File: src/rtl/adc_seq_pkg.sv
// Shared types for the ADC scan sequencer: FSM state encoding and the
// channel-pick helper used to walk the enabled-channel mask.
package adc_seq_pkg;

  typedef enum logic [2:0] {
    S_IDLE    = 3'd0,
    S_SELECT  = 3'd1,
    S_SETTLE  = 3'd2,
    S_ARM     = 3'd3,
    S_DISCARD = 3'd4,
    S_CONVERT = 3'd5,
    S_EMIT    = 3'd6,
    S_NEXT    = 3'd7
  } state_t;

  // Widest mask the helper understands; NUM_CH must not exceed this.
  localparam int MAX_CH = 16;
  localparam int IDX_W  = 4;

  typedef struct packed {
    logic             found;
    logic [IDX_W-1:0] idx;
  } ch_pick_t;

  // Lowest set bit of mask at or above position 'from'.
  function automatic ch_pick_t next_enabled_ch(input logic [MAX_CH-1:0] mask,
                                               input logic [IDX_W:0]    from);
    ch_pick_t pick;
    pick = '0;
    for (int i = MAX_CH - 1; i >= 0; i--) begin
      if (mask[i] && (i >= int'(from))) begin
        pick.found = 1'b1;
        pick.idx   = IDX_W'(i);
      end
    end
    return pick;
  endfunction

endpackage

File: src/rtl/adc_accumulator.sv
// Sums 2**AVG_LOG2 ADC samples and presents the truncated mean.
module adc_accumulator #(
  parameter int AVG_LOG2 = 2
) (
  input  logic        clk,
  input  logic        reset,
  input  logic        clear,
  input  logic        add,
  input  logic [15:0] data,
  output logic        done,
  output logic [15:0] result
);

  localparam int ACC_W = 16 + AVG_LOG2;
  localparam int CNT_W = AVG_LOG2 + 1;
  localparam int NSAMP = 1 << AVG_LOG2;

  logic [ACC_W-1:0] acc_reg;
  logic [CNT_W-1:0] cnt_reg;

  assign done   = (cnt_reg == CNT_W'(NSAMP));
  assign result = acc_reg[ACC_W-1:AVG_LOG2];

  always_ff @(posedge clk) begin
    if (!reset || clear) begin
      acc_reg <= '0;
      cnt_reg <= '0;
    end else if (add && !done) begin
      acc_reg <= acc_reg + ACC_W'(data);
      cnt_reg <= cnt_reg + CNT_W'(1);
    end
  end

endmodule

File: src/rtl/adc_scan_sequencer.sv
// Scan controller for pwm_adc: steps the analog mux over enabled channels,
// settles, discards the first conversion, averages, and streams results.
module adc_scan_sequencer
  import adc_seq_pkg::*;
#(
  parameter int NUM_CH      = 4,
  parameter int SETTLE_CYC  = 1000,
  parameter int AVG_LOG2    = 2,
  parameter int TIMEOUT_CYC = 200_000,
  parameter int CH_W        = $clog2(NUM_CH)
) (
  input  logic              clk,
  input  logic              reset,
  input  logic              start,
  input  logic              continuous,
  input  logic              mode_sa,
  input  logic [NUM_CH-1:0] ch_mask,
  output logic              busy,
  output logic [CH_W-1:0]   mux_sel,
  output logic              adc_pwm_en,
  output logic              adc_sa_en,
  input  logic              adc_data_ready,
  input  logic [15:0]       adc_data,
  output logic              res_valid,
  input  logic              res_ready,
  output logic [CH_W-1:0]   res_ch,
  output logic [15:0]       res_data,
  output logic              timeout_err
);

  localparam int SET_W = $clog2(SETTLE_CYC + 1);
  localparam int TO_W  = $clog2(TIMEOUT_CYC + 1);

  state_t              state_reg, state_next;
  logic [NUM_CH-1:0]   mask_reg;
  logic                mode_reg;
  logic [CH_W:0]       ptr_reg;
  logic [SET_W-1:0]    settle_cnt_reg;
  logic [TO_W-1:0]     to_cnt_reg;
  logic                rdy_q_reg;

  logic                busy_reg, pwm_en_reg, sa_en_reg, res_valid_reg, timeout_err_reg;
  logic [CH_W-1:0]     mux_sel_reg, res_ch_reg;
  logic [15:0]         res_data_reg;

  logic                rdy_edge, settle_done, to_expired, rescan;
  logic                acc_clear, acc_add, acc_done;
  logic [15:0]         acc_result;
  ch_pick_t            pick_cur, pick_nxt;

  adc_accumulator #(.AVG_LOG2(AVG_LOG2)) u_acc (
    .clk    (clk),
    .reset  (reset),
    .clear  (acc_clear),
    .add    (acc_add),
    .data   (adc_data),
    .done   (acc_done),
    .result (acc_result)
  );

  always_comb begin
    rdy_edge    = adc_data_ready && !rdy_q_reg;
    settle_done = (settle_cnt_reg == SET_W'(SETTLE_CYC - 1));
    to_expired  = !rdy_edge && (to_cnt_reg == TO_W'(TIMEOUT_CYC - 1));
    pick_cur    = next_enabled_ch(MAX_CH'(mask_reg), (IDX_W + 1)'(ptr_reg));
    pick_nxt    = next_enabled_ch(MAX_CH'(mask_reg), (IDX_W + 1)'(ptr_reg + (CH_W + 1)'(1)));
    rescan      = continuous && (|ch_mask);
  end

  always_comb begin
    state_next = state_reg;
    acc_clear  = 1'b0;
    acc_add    = 1'b0;
    case (state_reg)
      S_IDLE:    if (start && (|ch_mask)) state_next = S_SELECT;
      S_SELECT:  state_next = pick_cur.found ? S_SETTLE : S_IDLE;
      S_SETTLE:  if (settle_done) state_next = S_ARM;
      S_ARM: begin
        acc_clear  = 1'b1;
        state_next = S_DISCARD;
      end
      S_DISCARD: begin
        if (rdy_edge)        state_next = S_CONVERT;
        else if (to_expired) state_next = S_NEXT;
      end
      S_CONVERT: begin
        if (acc_done)        state_next = S_EMIT;
        else if (rdy_edge)   acc_add    = 1'b1;
        else if (to_expired) state_next = S_NEXT;
      end
      S_EMIT:    if (res_valid_reg && res_ready) state_next = S_NEXT;
      S_NEXT:    state_next = (pick_nxt.found || rescan) ? S_SELECT : S_IDLE;
      default:   state_next = S_IDLE;
    endcase
  end

  always_ff @(posedge clk) begin
    if (!reset) begin
      state_reg       <= S_IDLE;
      mask_reg        <= '0;
      mode_reg        <= 1'b0;
      ptr_reg         <= '0;
      settle_cnt_reg  <= '0;
      to_cnt_reg      <= '0;
      rdy_q_reg       <= 1'b0;
      busy_reg        <= 1'b0;
      pwm_en_reg      <= 1'b0;
      sa_en_reg       <= 1'b0;
      res_valid_reg   <= 1'b0;
      timeout_err_reg <= 1'b0;
      mux_sel_reg     <= '0;
      res_ch_reg      <= '0;
      res_data_reg    <= '0;
    end else begin
      state_reg     <= state_next;
      rdy_q_reg     <= adc_data_ready;
      busy_reg      <= (state_next != S_IDLE);
      // Enables follow the next state, so they are already off in EMIT and on a timeout.
      pwm_en_reg    <= (state_next inside {S_ARM, S_DISCARD, S_CONVERT});
      sa_en_reg     <= (state_next inside {S_ARM, S_DISCARD, S_CONVERT}) && mode_reg;
      res_valid_reg <= (state_next == S_EMIT);
      timeout_err_reg <= ((state_reg == S_DISCARD) || (state_reg == S_CONVERT)) &&
                         (state_next == S_NEXT);

      case (state_reg)
        S_IDLE: begin
          if (start && (|ch_mask)) begin
            mask_reg <= ch_mask;
            mode_reg <= mode_sa;
            ptr_reg  <= '0;
          end
        end
        S_SELECT: begin
          if (pick_cur.found) begin
            mux_sel_reg <= CH_W'(pick_cur.idx);
            ptr_reg     <= (CH_W + 1)'(pick_cur.idx);
          end
          settle_cnt_reg <= '0;
        end
        S_SETTLE:  settle_cnt_reg <= settle_cnt_reg + SET_W'(1);
        S_ARM:     to_cnt_reg <= '0;
        S_DISCARD: to_cnt_reg <= rdy_edge ? '0 : to_cnt_reg + TO_W'(1);
        S_CONVERT: begin
          to_cnt_reg <= rdy_edge ? '0 : to_cnt_reg + TO_W'(1);
          if (acc_done) begin
            res_ch_reg   <= mux_sel_reg;
            res_data_reg <= acc_result;
          end
        end
        S_NEXT: begin
          if (pick_nxt.found) begin
            ptr_reg <= ptr_reg + (CH_W + 1)'(1);
          end else if (rescan) begin
            mask_reg <= ch_mask;
            mode_reg <= mode_sa;
            ptr_reg  <= '0;
          end
        end
        default: ;
      endcase
    end
  end

  assign busy        = busy_reg;
  assign mux_sel     = mux_sel_reg;
  assign adc_pwm_en  = pwm_en_reg;
  assign adc_sa_en   = sa_en_reg;
  assign res_valid   = res_valid_reg;
  assign res_ch      = res_ch_reg;
  assign res_data    = res_data_reg;
  assign timeout_err = timeout_err_reg;

endmodule
File: config.mk
export PLATFORM = sky130hd
export DESIGN_NAME = adc_scan_sequencer
export DESIGN_NICKNAME = d
export VERILOG_FILES = /design/src/rtl/adc_seq_pkg.sv /design/src/rtl/adc_accumulator.sv /design/src/rtl/adc_scan_sequencer.sv
export SDC_FILE = /design/constraint.sdc
export NUM_CORES = 1
export LEC_CHECK = 0
export ABC_AREA = 1
export CAP_MARGIN = 20
export CORE_MARGIN = 5
export CORE_UTILIZATION = 53
export CTS_BUF_LIST = sky130_fd_sc_hd__clkbuf_4
export CTS_CLUSTER_SIZE = 20
export DETAILED_ROUTE_END_ITERATION = 8
export GPL_TIMING_DRIVEN = 0
export PLACE_DENSITY = 0.79
export SYNTH_ARGS = -nofsm -noshare
export SYNTH_HDL_FRONTEND = slang
export SYNTH_SLANG_ARGS = --single-unit
File: constraint.sdc
create_clock -name clk -period 2.3 [get_ports clk]
set_clock_uncertainty 0.15 [all_clocks]
set_input_delay 0.46 -clock clk [delete_from_list [all_inputs] [get_ports clk]]
set_output_delay 0.46 -clock clk [all_outputs]
set_load 0.005 [all_outputs]
# == Word-level counts from Yosys, hierarchy flattened ==
# Cells that the tools add are included.
# totals
out_inout_bits,25
regBits,86
word_cells,125
inputBits,27
# classes
eq_ne,20
magnitude_cmp,8
add_sub_neg,6
reduce_logical,36
n_mux,38
# ops
cell,count
5-bit two-way mux,8
18-bit one-hot mux with 2 select lines,1
3-bit two-way mux,11
"3-bit equality test, second input constant",9
3-bit one-hot mux with 8 select lines,1
10-bit one-hot mux with 2 select lines,1
"18-bit by 1-bit adder with 18-bit output, second input constant",1
18-bit by 16-bit adder with 18-bit output,1
"18-bit equality test, second input constant",1
18-bit two-way mux,1
1-bit logical AND,16
4-bit two-way mux,3
"10-bit by 1-bit adder with 10-bit output, second input constant",1
"10-bit equality test, second input constant",1
"3-bit by 2-bit equality test with 1-bit output, second input constant",3
3-bit one-hot mux with 3 select lines,1
3-bit nonzero test,3
"1-bit by 4-bit greater-or-equal comparator with 1-bit output, first input constant",2
"2-bit by 4-bit greater-or-equal comparator with 1-bit output, first input constant",2
1-bit two-way mux,8
"2-bit inequality test, second input constant",4
4-bit one-hot mux with 2 select lines,1
4-bit AND reduction,2
"3-bit by 1-bit adder with 3-bit output, second input constant",2
other kinds (14),24

# == Longest topological paths before layout ==
# Gate-level depths: netlist (run 1).
# depth
ltp_word,13
mapped_depth,14

# == Modules after synthesis ==
# From an unflattened synthesis (run 1), not the netlist that was laid out.
# hier_totals
hier_cells,785
area_unflattened_um2,5123.7
# modules_own_cells
mod,area_per_inst_um2,cells_per_inst,n_inst
adc_scan_sequencer,3210.6,471,1
adc_accumulator,1913.1,314,1

# == Worst setup path after synthesis (run 1) ==
# Ideal clock, no wire load.
# synth_timing
path_type,input -> register
from,in adc_data[0]
to,reg u_acc.acc_reg[10]
t_arrival_ps,1955
path_stages,13
required_ps,2041
setup_time_ps,109
setup_slack_ps,87
cell_sequence,ha_1 inv_1 fa_1 o21ai_0 nand2_1 nand2_1 nand2_1 nand2_1 nand2_1 nand3_1 nand3_1 nand2_1 inv_1
# synth_via
elab_chain_len,1
# synth_lines
element,line_no,text
"start, declared",adc_scan_sequencer.sv:23,"input logic [15:0] adc_data,"
18-bit by 16-bit adder with 18-bit output,adc_accumulator.sv:29,acc_reg <= acc_reg + ACC_W'(data);
"end signal, assigned",adc_accumulator.sv:29,
"end, declared",adc_accumulator.sv:18,logic [ACC_W-1:0] acc_reg;
# Every way passes these cells.
# A chain may end at the register's enable or synchronous reset.

# == Final worst setup path (run 1) ==
# layout_timing
from,in adc_data[0]
to,reg u_acc.acc_reg[16]
# The elaborated chain is that of the path after synthesis.

==> metrics.md, run 1 <==
| Metric | Value |
|---|---|
| Status | `complete, no violations` |
| Detailed-route DRC error count | `0` |
| Die W | `105 um` |
| Mapped Area | `4760 um2` |
| Nets | `823` |
| Bufs and invs on worst path | `2` |
| # IOs | `52` |
| Fmax | `455 MHz` |
| Port Buffer Count | `51` |
| CTS tree | `done` |
| Initial antenna violation count | `0` |
| Final Power | `0.00327 W` |
| TNS Setup | `0 ns` |
| Gr usage total | `21.8%` |
| Via count | `4685` |
| Post-DR wirelength/cell | `13.3 um` |
| Worst path required time | `2.49 ns` |
| Synth area leaders | `dfxtp_1 (36%), nand2_1 (12%), a21oi_1 (8.5%)` |
| Crit path largest cell delay | `0.47 ns` |
| CORE AREA | `8720 um2` |
| Worst skew pair latency | `0.43 ns` |
| Worst Tran Pin Value | `0.573 ns` |
| Crit path top cell by count | `nand2_1` |
| Synth area leader | `dfxtp_1` |
| Max transition margin | `61.8%` |
| # H-tree levels | `3` |
| Pleak | `2.43 nW` |
| Gr ovfl total | `0` |
| Vias in the first global route | `4469` |
| Final wirelength | `11800 um` |
| Post-route clock period utilization | `95.6%` |
| Slowest library cell on the worst path | `clkdlybuf4s50_1` |
| CP top delay family | `simple AND/OR/NAND/NOR gates` |
| Endpoints failing setup | `0` |
| Synth Area in Compound Gates | `17.9%` |
| Top-area cell type share of the netlist area | `36.2%` |
| YS warnings | `0` |
| Crit Path Category | `in -> reg` |
| CTS sink cnt | `86` |
| R2R setup slack | `0.24 ns` |
| Vias/cell | `5.30` |
| Post-Syn Instances | `707` |
| Hold_sp | `mode_reg` |
| Synth-to-Final Area Change | `18.3%` |
| Worst reg2reg path depth | `13` |
| Worst Path Max Fanout | `4` |
| Post-Synth Simple-Gate Area | `29.0%` |
| Gate power share | `17.5%` |
| Slew Limit Fails | `0` |
| Tmin final | `2.20 ns` |
| CP Capture Type | `register` |
| Worst Hold Endpoint | `adc_sa_en` |
| Setup crit start kind | `input pin` |
| R2R Path Start | `u_acc.acc_reg[0]` |
| Most common cell in the synthesized netlist | `nand2_1` |
| Fin area | `5630 um2` |
| Antenna Nets Post-Route | `0` |
| Number of synthesized flops with an enable pin | `0` |
| CTS buffer count | `9` |
| Starting density of the core | `54.6%` |
| Cell row count | `34` |
| Post-synth top cells | `nand2_1 (157), inv_1 (92), dfxtp_1 (86)` |
| Pre-antenna DRT Iters | `5` |
| Largest family of logic cells by synthesized area | `simple AND/OR/NAND/NOR gates` |
| P_sw | `0.000924 W` |
| Clock buffer depth | `2` |
| XOR/XNOR Fraction of Synth Area | `1.29%` |
| Hpwl dp | `9040 um` |
| P_int | `0.00235 W` |
| Layout cell share with drive strength beyond 1 | `6.31%` |
| Initial DRC count | `258` |
| Post-synthesis adder-cell area fraction | `6.73%` |
| Root Driver | `clkbuf_4` |
| Ys flop type | `dfxtp_1` |
| First-pass GRT wire length | `20200 um` |
| DP Area | `5410 um2` |
| Yosys reg bits | `86` |
| Layout fillers | `811` |
| ANT cells | `0` |
| Worst hold path depth | `2` |
| Post-synth ARST share | `0%` |
| Syn_area_per_cell | `6.73 um2` |
| Synth Net Count | `759` |
| Post-Layout Cell Count | `884` |
| Clk slew on worst S/H paths | `0.14 ns` |
| Pin count of the biggest net entering global routing | `15` |
| Min-Delay Path Class | `reg -> reg` |
| Post-synthesis mux area share | `0%` |
| CP cell instances | `clkdlybuf4s50_1 -> ha_2 -> inv_1 -> fa_2 -> o21ai_2 -> nand2_1 -> nand2_2 -> nand2_1 -> nand2_2 -> nand2_1 -> nand2_1 -> nand3_1 -> nand2_1 -> nor2_1` |
| Total of max-cap violations | `0` |
| Power density cells | `581 nW/um2` |
| DIE AREA | `11000 um2` |
| Crit path DAT | `2.39 ns` |
| Register area share after synthesis | `36.2%` |
| Unique masters post-synth | `40` |
| Switching Share | `28.3%` |
| Worst VDD drop | `0.306 mV` |
| Post-Place Cells | `866` |
| GPL Wtd Cong | `0.912` |
| Clock Power Share | `33.8%` |
| Reg power frac | `48.7%` |
| Final Hold Viols | `0` |
| Worst r2r dst | `u_acc.acc_reg[16]` |
| Die height | `105 um` |
[kinds of logic after synthesis]
kind of cell | Yosys count
XOR/XNOR | 7
buffers and inverters | 110
flip-flops | 86
AND/OR/NAND/NOR | 320
AO/OA/AOI/OAI | 159
adder cells (fa/ha/maj) | 25
[metal layers]
layer / vias to the layer above / global-route usage (%) / routed length, um
met4: 0 / 7.03 / 192
met3: 18 / 4.38 / 547
li1: 2457 / - / -
met1: 2123 / 29.2 / 5630
met2: 87 / 35.3 / 5390
met5: - / 0 / 0
[stage by stage]
step                      util (%)  hold WS, ns  worst slack [ns]
after floorplan                  -        0.265            0.0865
after global placement        62.0        0.273            -0.676
after detailed placement      62.0        0.283            -0.692
after CTS                     64.3        0.311           0.00352
after global routing          64.6        0.335          -0.00229
final                         64.6        0.305             0.101
[worst max-delay path by stage]
stage | slack (ns) | from | endpoint | cells past startpoint
global route | -0.002 | ptr_reg[1] | mask_reg[3] | 11
finish | 0.10 | adc_data[0] | u_acc.acc_reg[16] | 14
CTS | 0.004 | adc_data[0] | u_acc.acc_reg[16] | 14
global placement | -0.68 | adc_data[0] | u_acc.acc_reg[16] | 14
floorplan | 0.09 | adc_data[0] | u_acc.acc_reg[10] | 13
detailed placement | -0.69 | adc_data[0] | u_acc.acc_reg[10] | 14
[layout make-up]
class                      instances  area (um2)  area share (%)
multi-input combinational        511        2630            46.7
sequential                        86        1720            30.6
inverter                          95         357            6.33
buffer                            15        70.1            1.24
clock buffer                      11        82.6            1.47
tap                              108         135            2.40
clock inverter                     5         106            1.89
timing repair buffer              53         526            9.33
[placed cells by master, fill, tap and decap left out, types with 11 or more instances in the layout]
master             n
nand2_1          155
clkdlybuf4s50_1   51
nor3_1            11
nor2_1            74
ha_1              23
clkbuf_4          11
a21oi_1           81
nand4_1           12
inv_1             92
dfxtp_1           84
nand3_1           51
o21ai_0           58
[power groups by stage]
stage | Combinational [W] | Clock, W | Sequential [W]
2_1_floorplan | 0.000375 | 0 | 0.00162
3_3_place_gp | 0.000544 | 0 | 0.00162
3_5_place_dp | 0.000559 | 0 | 0.00163
4_1_cts | 0.000563 | 0.00113 | 0.00159
5_1_grt | 0.000651 | 0.00119 | 0.00161
6_report | 0.000571 | 0.00111 | 0.00159
[tightest hold or removal path, delay by kind of cell (launching register included)]
kind,cells,cell delay (ns)
flops,1,0.32
buf+inv,1,0.06
simple gates,1,0.04
[timing repair]
item	CTS	global route
endpoints found under the setup margin	5	10
pin swaps	0	1
buffers inserted	0	2
resized for setup	5	4
hold buffers	0	0
cloned	0	0
Note: power is estimated with default switching activity, not from simulation.
==> run 2: changes to the inputs <==
--- a/config.mk
+++ b/config.mk
@@ -7,13 +7,15 @@
 export LEC_CHECK = 0
 export ABC_AREA = 1
 export CAP_MARGIN = 20
+export CELL_PAD_IN_SITES_DETAIL_PLACEMENT = 1
+export CELL_PAD_IN_SITES_GLOBAL_PLACEMENT = 2
 export CORE_MARGIN = 5
-export CORE_UTILIZATION = 53
+export CORE_UTILIZATION = 29
 export CTS_BUF_LIST = sky130_fd_sc_hd__clkbuf_4
 export CTS_CLUSTER_SIZE = 20
 export DETAILED_ROUTE_END_ITERATION = 8
 export GPL_TIMING_DRIVEN = 0
-export PLACE_DENSITY = 0.79
+export PLACE_DENSITY_LB_ADDON = 0.1
 export SYNTH_ARGS = -nofsm -noshare
 export SYNTH_HDL_FRONTEND = slang
 export SYNTH_SLANG_ARGS = --single-unit
==> metrics.md, run 2 (synthesized netlist as in run 1, its figures left out) <==
| Metric | Value |
|---|---|
| Worst Path Max Fanout | `6` |
| Antenna Nets Post-Route | `0` |
| Synth-to-Final Area Change | `20.8%` |
| Most frequent cells in the layout | `nand2_1 (155), inv_1 (92), dfxtp_1 (84), a21oi_1 (81), nor2_1 (74)` |
| R2R Path Start | `ptr_reg[0]` |
| Final wirelength | `14600 um` |
| Status | `complete, no violations` |
| Slack of the critical path | `0.156 ns` |
| Final Hold Viols | `0` |
| Total of max-cap violations | `0` |
| Layout fillers | `2083` |
| Detailed-route DRC error count | `0` |
| Worst r2r dst | `mask_reg[3]` |
| Fmax | `466 MHz` |
| Die W | `138 um` |
| P_sw | `0.000990 W` |
| Worst Hold Endpoint | `u_acc.acc_reg[0]` |
| First-pass GRT wire length | `24500 um` |
| Clk slew on worst S/H paths | `0.15 ns` |
| CTS tree | `done` |
| Initial DRC count | `164` |
| Die height | `138 um` |
| Port Buffer Count | `51` |
| Switching Share | `30.9%` |
| P_int | `0.00221 W` |
| Min-Delay Path Class | `in -> reg` |
| # IOs | `52` |
| Pre-antenna DRT Iters | `4` |
| Clock Power Share | `31.7%` |
| Power density cells | `557 nW/um2` |
| CTS buffer count | `9` |
| Hpwl dp | `11600 um` |
| Reg power frac | `49.8%` |
| Gr usage total | `15.4%` |
| Pin count of the biggest net entering global routing | `16` |
| Vias/cell | `4.76` |
| CTS sink cnt | `86` |
| R2R setup slack | `0.19 ns` |
| Endpoints failing setup | `0` |
| Setup crit start kind | `input pin` |
| CORE AREA | `16000 um2` |
| Pleak | `2.41 nW` |
| Layout cell share with drive strength beyond 1 | `6.06%` |
| FF/Latch Area | `1720 um2` |
| Post-route clock period utilization | `93.2%` |
| Commonest non-fill, non-tap cell in the layout | `nand2_1` |
| Slew Limit Fails | `0` |
| Worst reg2reg path depth | `11` |
| Cell row count | `46` |
| Gate power share | `18.5%` |
| Gr ovfl total | `0` |
| Clock buffer depth | `2` |
| Starting density of the core | `29.7%` |
| Crit path DAT | `2.36 ns` |
| Vias in the first global route | `4942` |
| RSZ-0062 raised after global routing | `yes` |
| Fin util | `35.9%` |
| Via count | `4719` |
| Worst hold path depth | `4` |
| Max transition margin | `60.1%` |
| Worst VDD drop | `0.221 mV` |
| Worst skew pair latency | `0.45 ns` |
| Multi-input logic area | `2640 um2` |
| Post-DR wirelength/cell | `14.8 um` |
| Tmin final | `2.14 ns` |
| CP Capture Type | `register` |
| Root Driver | `clkbuf_4` |
| Worst Tran Pin Value | `0.599 ns` |
| Nets | `822` |
| DIE AREA | `19100 um2` |
| Post-Place Setup Slack | `-0.793 ns` |
| Hold buffers post-CTS | `0` |
| Hold_sp | `adc_data[0]` |
| GPL Wtd Cong | `0.818` |
| Initial antenna violation count | `0` |
| Worst path required time | `2.52 ns` |
| # H-tree levels | `3` |
| Crit Path Category | `in -> reg` |
## run 2: worst max path at each step
stage	endpoint	start
global placement	u_acc.acc_reg[10]	adc_data[0]
global route	mask_reg[0]	ptr_reg[1]
CTS	mask_reg[1]	ptr_reg[1]
finish	u_acc.acc_reg[17]	adc_data[10]
floorplan	u_acc.acc_reg[10]	adc_data[0]
detailed placement	u_acc.acc_reg[12]	adc_data[0]
## run 2: final cells by class
type                            instances  share of cell area [%]
Multi-Input combinational cell        511                    45.9
Sequential cell                        86                    30.0
Clock inverter                          7                    1.68
Tap cell                              216                    4.70
Timing Repair Buffer                   52                    9.06
Inverter                               95                    6.20
Clock buffer                            9                    1.18
Buffer                                 15                    1.22
Antenna cell                            1                  0.0435
## run 2: power groups by stage
| stage | combinational (W) | sequential (W) | clock [W] |
|---|---|---|---|
| final | 0.000592 | 0.00160 | 0.00101 |
| after global routing | 0.000669 | 0.00161 | 0.00113 |
| after CTS | 0.000596 | 0.00160 | 0.00108 |
| after floorplan | 0.000375 | 0.00162 | 0 |
| after global placement | 0.000582 | 0.00163 | 0 |
| after detailed placement | 0.000592 | 0.00163 | 0 |
## run 2: worst max-delay path: stages
cell,delay (ns)
clkdlybuf4s50_1,0.41
ha_1,0.39
a21oi_1,0.23
o21ai_0,0.16
a21oi_1,0.22
nand2_1,0.10
nand2_1,0.07
nand2_1,0.10
a21oi_1,0.16
nor2_1,0.07
## run 2: per-layer routing
layer  part of all wire (%)  vias to the layer above  global-route usage (%)
met5                      0                        -                       0
met2                     49                       37                    26.4
met3                    1.9                       11                    2.79
li1                       -                     2454                       -
met1                     48                     2217                    20.1
met4                    1.4                        0                    4.06
## run 2: stage by stage
step / power, W / TNS [ns] / area, um2 / cells / hold slack [ns]
after global routing: 0.00341 / -0.0302 / 5750 / 991 / 0.248
final: 0.00320 / 0 / 5750 / 992 / 0.265
after detailed placement: 0.00222 / -8.00 / 5540 / 974 / 0.302
after floorplan: 0.00199 / 0 / 4760 / 707 / 0.265
after global placement: 0.00221 / -7.29 / 5540 / 974 / 0.293
after CTS: 0.00327 / 0 / 5720 / 990 / 0.322
## run 2: repair_timing
item	CTS	global route
endpoints found under the hold margin	0	0
resized for setup	5	7
endpoints found under the setup margin	5	9
buffers inserted	0	1
pin swaps	0	2
